### src/rtl/seg7_scan_reader.sv
`default_nettype none
// ============================================================================
//  Module      : seg7_scan_reader
//  Description : Samples a multiplexed 3-digit seven-segment bus, decodes it
//                to BCD and publishes a value after N identical valid frames.
//  Revision    : 1.0 - initial release
// ============================================================================
module seg7_scan_reader #(
    parameter int STABLE_FRAMES = 2
) (
    input  logic       clk,
    input  logic       rst,
    input  logic       strobe,
    input  logic [2:0] dig_sel,
    input  logic [6:0] seg,
    output logic [3:0] units,
    output logic [3:0] tens,
    output logic [3:0] hund,
    output logic [9:0] value,
    output logic       valid,
    output logic       upd,
    output logic       frame_err,
    output logic       sel_err
);

    localparam logic [2:0] c_cnt_max = 3'(STABLE_FRAMES);
    localparam logic [3:0] c_bad     = 4'hF;

    logic [3:0] r_slot_u, r_slot_t, r_slot_h;
    logic [3:0] r_prev_u, r_prev_t, r_prev_h;
    logic       r_prev_ok;
    logic [2:0] r_mask;
    logic [2:0] r_cnt;
    logic [3:0] r_units, r_tens, r_hund;
    logic [9:0] r_value;
    logic       r_valid, r_upd, r_frame_err, r_sel_err;

    logic [3:0] w_dig;
    logic       w_onehot;
    logic       w_capture;
    logic       w_frame_done;
    logic       w_frame_bad;
    logic       w_match;
    logic       w_differs;
    logic [2:0] w_cnt_next;
    logic [2:0] w_mask_next;
    logic [9:0] w_frame_value;

    always_comb begin
        w_dig = c_bad;
        case (seg)
            7'b1111110: w_dig = 4'd0;
            7'b0110000: w_dig = 4'd1;
            7'b1101101: w_dig = 4'd2;
            7'b1111001: w_dig = 4'd3;
            7'b0110011: w_dig = 4'd4;
            7'b1011011: w_dig = 4'd5;
            7'b1011111: w_dig = 4'd6;
            7'b1110000: w_dig = 4'd7;
            7'b1111111: w_dig = 4'd8;
            7'b1111011: w_dig = 4'd9;
            default:    w_dig = c_bad;
        endcase
    end

    assign w_onehot     = (dig_sel == 3'b001) || (dig_sel == 3'b010) || (dig_sel == 3'b100);
    assign w_capture    = strobe && w_onehot;
    assign w_frame_done = (r_mask == 3'b111);
    assign w_frame_bad  = (r_slot_u == c_bad) || (r_slot_t == c_bad) || (r_slot_h == c_bad);
    assign w_match      = r_prev_ok && (r_slot_u == r_prev_u) && (r_slot_t == r_prev_t)
                          && (r_slot_h == r_prev_h);
    assign w_differs    = (r_slot_u != r_units) || (r_slot_t != r_tens) || (r_slot_h != r_hund);
    assign w_frame_value = {6'd0, r_slot_h} * 10'd100 + {6'd0, r_slot_t} * 10'd10
                           + {6'd0, r_slot_u};

    always_comb begin
        w_cnt_next = 3'd1;
        if (w_match) begin
            w_cnt_next = (r_cnt >= c_cnt_max) ? c_cnt_max : r_cnt + 3'd1;
        end
    end

    // A strobe landing on the processing edge opens the next frame.
    always_comb begin
        w_mask_next = w_frame_done ? 3'b000 : r_mask;
        if (w_capture) begin
            w_mask_next = w_mask_next | dig_sel;
        end
    end

    always_ff @(posedge clk) begin
        if (rst) begin
            r_slot_u    <= 4'd0;
            r_slot_t    <= 4'd0;
            r_slot_h    <= 4'd0;
            r_prev_u    <= 4'd0;
            r_prev_t    <= 4'd0;
            r_prev_h    <= 4'd0;
            r_prev_ok   <= 1'b0;
            r_mask      <= 3'b000;
            r_cnt       <= 3'd0;
            r_units     <= 4'd0;
            r_tens      <= 4'd0;
            r_hund      <= 4'd0;
            r_value     <= 10'd0;
            r_valid     <= 1'b0;
            r_upd       <= 1'b0;
            r_frame_err <= 1'b0;
            r_sel_err   <= 1'b0;
        end else begin
            r_upd       <= 1'b0;
            r_frame_err <= 1'b0;
            r_sel_err   <= strobe && !w_onehot;
            r_mask      <= w_mask_next;

            if (w_frame_done) begin
                if (w_frame_bad) begin
                    r_cnt       <= 3'd0;
                    r_frame_err <= 1'b1;
                    r_prev_ok   <= 1'b0;
                end else begin
                    r_cnt     <= w_cnt_next;
                    r_prev_u  <= r_slot_u;
                    r_prev_t  <= r_slot_t;
                    r_prev_h  <= r_slot_h;
                    r_prev_ok <= 1'b1;
                    if (w_cnt_next == c_cnt_max) begin
                        r_units <= r_slot_u;
                        r_tens  <= r_slot_t;
                        r_hund  <= r_slot_h;
                        r_value <= w_frame_value;
                        r_valid <= 1'b1;
                        r_upd   <= !r_valid || w_differs;
                    end
                end
            end

            // Slot writes read-after the frame compare above, so latest wins.
            if (w_capture) begin
                case (dig_sel)
                    3'b001:  r_slot_u <= w_dig;
                    3'b010:  r_slot_t <= w_dig;
                    3'b100:  r_slot_h <= w_dig;
                    default: r_slot_u <= r_slot_u;
                endcase
            end
        end
    end

    assign units     = r_units;
    assign tens      = r_tens;
    assign hund      = r_hund;
    assign value     = r_value;
    assign valid     = r_valid;
    assign upd       = r_upd;
    assign frame_err = r_frame_err;
    assign sel_err   = r_sel_err;

endmodule
`default_nettype wire

### config.mk
export PLATFORM = sky130hd
export DESIGN_NAME = seg7_scan_reader
export DESIGN_NICKNAME = d
export VERILOG_FILES = /design/src/rtl/seg7_scan_reader.sv
export SDC_FILE = /design/constraint.sdc
export NUM_CORES = 1
export LEC_CHECK = 0
export BUFFER_PORTS_ARGS = -buffer_cell sky130_fd_sc_hd__buf_2
export CAP_MARGIN = 20
export CORE_MARGIN = 8
export CORE_UTILIZATION = 65
export CTS_BUF_LIST = sky130_fd_sc_hd__clkbuf_8
export CTS_CLUSTER_DIAMETER = 100
export DETAILED_ROUTE_END_ITERATION = 8
export PLACE_DENSITY = 0.91
export SLEW_MARGIN = 40
export SYNTH_ARGS = -nofsm -noshare
export SYNTH_HDL_FRONTEND = slang
export SYNTH_SLANG_ARGS = --single-unit
### constraint.sdc
create_clock -name clk -period 6 [get_ports clk]
set_clock_uncertainty 0.05 [all_clocks]
set_input_delay 1.8 -clock clk [delete_from_list [all_inputs] [get_ports clk]]
set_output_delay 1.8 -clock clk [all_outputs]
set_load 0.05 [all_outputs]
==> results.yml <==
outcome:
  status: "finished, final reports clean"
detailed_routing:
  drt-total-wl_um: 7860
  vias: 2840
  vias_per_cell: 6.17
  drt_iter0_markers: 178
  wl_per_cell_um: 17.1
  antenna_left: 0
  dr.pass1.iters: 4
  drc: 0
place:
  portBuffers: 38
  dpl.cell_count: 452
  gp_congestion: 0.858
  postPlaceCellArea_mm2: 0.00347
  hpwlAfterDp_um: 5630
sta:
  fin_crit_ns: 3.47
  period_share_pct: 57.9
  rsz0062_at_grt: "false"
  slew_violations: 0
  setup_tns_ns: 0
  relSlewSlack_pct: 50.5
  tightestPinTransition_ns: 0.742
  max_freq_mhz: 288
  setup_viol: 0
  hold_viol: 0
cts:
  htree_levels: 2
  cts_tree: "built"
  cts_resized: 0
  clock-sinks: 56
  cts.clk_slew.worst_paths_ns: 0.10
  insertion_delay_ns: 0.31
  hold_buffers: 0
  cts_made_buffers: 5
  cts-root-buf: "clkbuf_8"
  cts_buffer_depth: 2
  post_cts_buffers: 0
synthesis:
  synth_area_mm2: 0.00326
  syn_avg_cell_area_um2: 8.97
  synth_edf_count: 0
  synthFlopType: "dfxtp_1"
  synth-async-reset-ratio_pct: 0
  synth-seq-cells: 56
  synthTopCellsByCount: "dfxtp_1, nand2_1, a21oi_1, ha_1, xnor2_1"
  synth_cell_types: 55
  ys_top_cells_by_area: "dfxtp_1, ha_1, xnor2_1, nand2_1, a21oi_1"
  synth_nets: 408
  synthCells: 364
  synth_most_common_cell: "dfxtp_1"
  yosysSeqAreaShare_pct: 34.3
  yosysWarnings: 0
  synth_top_area_share_pct: 34.3
  yosys.area.top_type: "dfxtp_1"
finish:
  fin_nets: 436
  instances_no_fill: 460
  drive_gt1_share_pct: 16.3
  design_area_mm2: 0.00356
  diodes: 0
  area_growth_pct: 9.12
critical_path:
  cpPeakStageDelay_ns: 0.58
  cp_top_family: "adder cells"
  cp_common_cell: "ha_1"
  worst-path-max-fanout: 9
  crit_path_start_kind: "flop"
  criticalPathCategory: "flop to flop"
  crit_buf_inv: 0
  worstPathRequired_ns: 6.18
  path_cells: "ha_1 > ha_1 > fa_1 > xor2_1 > ha_1 > ha_1 > a21oi_1 > o21ai_0 > o31ai_1 > xnor2_1 > a211oi_1"
  cp.arrival_ns: 3.65
  crit_path_end_kind: "flop"
  slowest_stage: "dfxtp_1"
floorplanning:
  die_h_um: 86.9
  ios: 39
  rows: 25
  dieArea_mm2: 0.00755
  initial_core_util_pct: 68.2
  coreArea_mm2: 0.00479
  die_w_um: 86.9
global_route:
  grt_pass1_wl_um: 12600
  grt_max_degree: 37
  grt_util_all_layers_pct: 20.9
  grt_pass1_vias: 2662
  antenna_found_initial: 0
  grt-ovfl-total: 0
flow_run:
  drv_cap: 0
power:
  p_leak_nw: 1.54
  p_total_w: 0.000663
  max-vdd-ir-drop_uv: 140
  powerDensity_mw_per_mm2: 186
hold_path:
  min_path_type: "flop to flop"
[final cells by class]
cell class | count | area [um2]
Tap cell | 67 | 83.8
Timing Repair Buffer | 41 | 213
Clock buffer | 6 | 82.6
Fill cell | 333 | 1220
Clock inverter | 2 | 11.3
Inverter | 14 | 52.6
Sequential cell | 56 | 1120
Multi-Input combinational cell | 274 | 2000
[stage by stage]
stage / util, % / worst slack, ns / hold slack [ns]
floorplan: - / 2.83 / 0.387
global placement: 72.4 / 2.08 / 0.397
global route: 74.4 / 2.38 / 0.442
finish: 74.4 / 2.53 / 0.421
detailed placement: 72.5 / 1.98 / 0.410
CTS: 74.4 / 2.31 / 0.423
[registers in the layout, summed over array words and instances, names as in the netlist]
register   flops
value          9
hund           4
r_prev_h       4
r_prev_t       4
r_prev_u       4
r_slot_h       4
r_slot_t       4
r_slot_u       4
tens           4
units          4
r_cnt          3
r_mask         3
frame_err      1
r_prev_ok      1
sel_err        1
upd            1
valid          1
[tightest hold or removal path: cells and delay by family (launching register included)]
| kind | cells | cell delay, ns |
|---|---|---|
| flip-flops | 1 | 0.33 |
| AO/OA/AOI/OAI | 1 | 0.05 |
| AND/OR/NAND/NOR | 1 | 0.05 |
[layer usage]
metal	part of all wire (%)	GRT usage, %	vias up
li1	-	-	1376
met1	43	24.6	1371
met2	50	36.4	78
met3	5.7	4.15	15
met4	1.8	7.98	0
met5	0	0	-
[kinds of logic after synthesis]
| kind of cell | count (synthesis) | synth area share (%) |
|---|---|---|
| simple gates | 114 | 19.1 |
| compound gates | 91 | 18.5 |
| flops | 56 | 34.3 |
| buf+inv | 34 | 4.60 |
| xor+xnor | 32 | 8.59 |
| fa+ha+maj | 31 | 13.0 |
| mux | 6 | 1.84 |
[cells in the final DEF, fill, tap and decap left out, types with 5 or more instances in the layout]
cell	count
nor2_1	14
o21a_1	5
dfxtp_1	56
nor4_1	5
mux2i_1	6
buf_2	38
nor2b_1	5
xnor2_1	22
nand2_1	42
a21oi_1	27
and4_1	6
a31o_2	9
o21ai_0	15
clkbuf_8	6
ha_1	26
fa_1	5
a211oi_1	8
xor2_1	10
nor3_1	8
nand4_1	11
inv_1	14
[report_power, final]
| part | internal, W | switching, W |
|---|---|---|
| Combinational | 0.0000270 | 0.0000400 |
| Clock | 0.0000923 | 0.000119 |
| Sequential | 0.000375 | 0.00000964 |
[final timing paths]
path / start / to / slack [ns] / cells past startpoint
worst max-delay path: r_slot_t[3]$_SDFFE_PP0P_ / value[9]$_SDFFE_PP0P_ / 2.53 / 11
worst max register to register: r_slot_t[3]$_SDFFE_PP0P_ / value[9]$_SDFFE_PP0P_ / 2.53 / 11
worst min register to register: r_prev_ok$_SDFFE_PP0P_ / r_prev_ok$_SDFFE_PP0P_ / 0.42 / 2
worst min-delay path: r_prev_ok$_SDFFE_PP0P_ / r_prev_ok$_SDFFE_PP0P_ / 0.42 / 2
(Power assumes the default switching activity.)
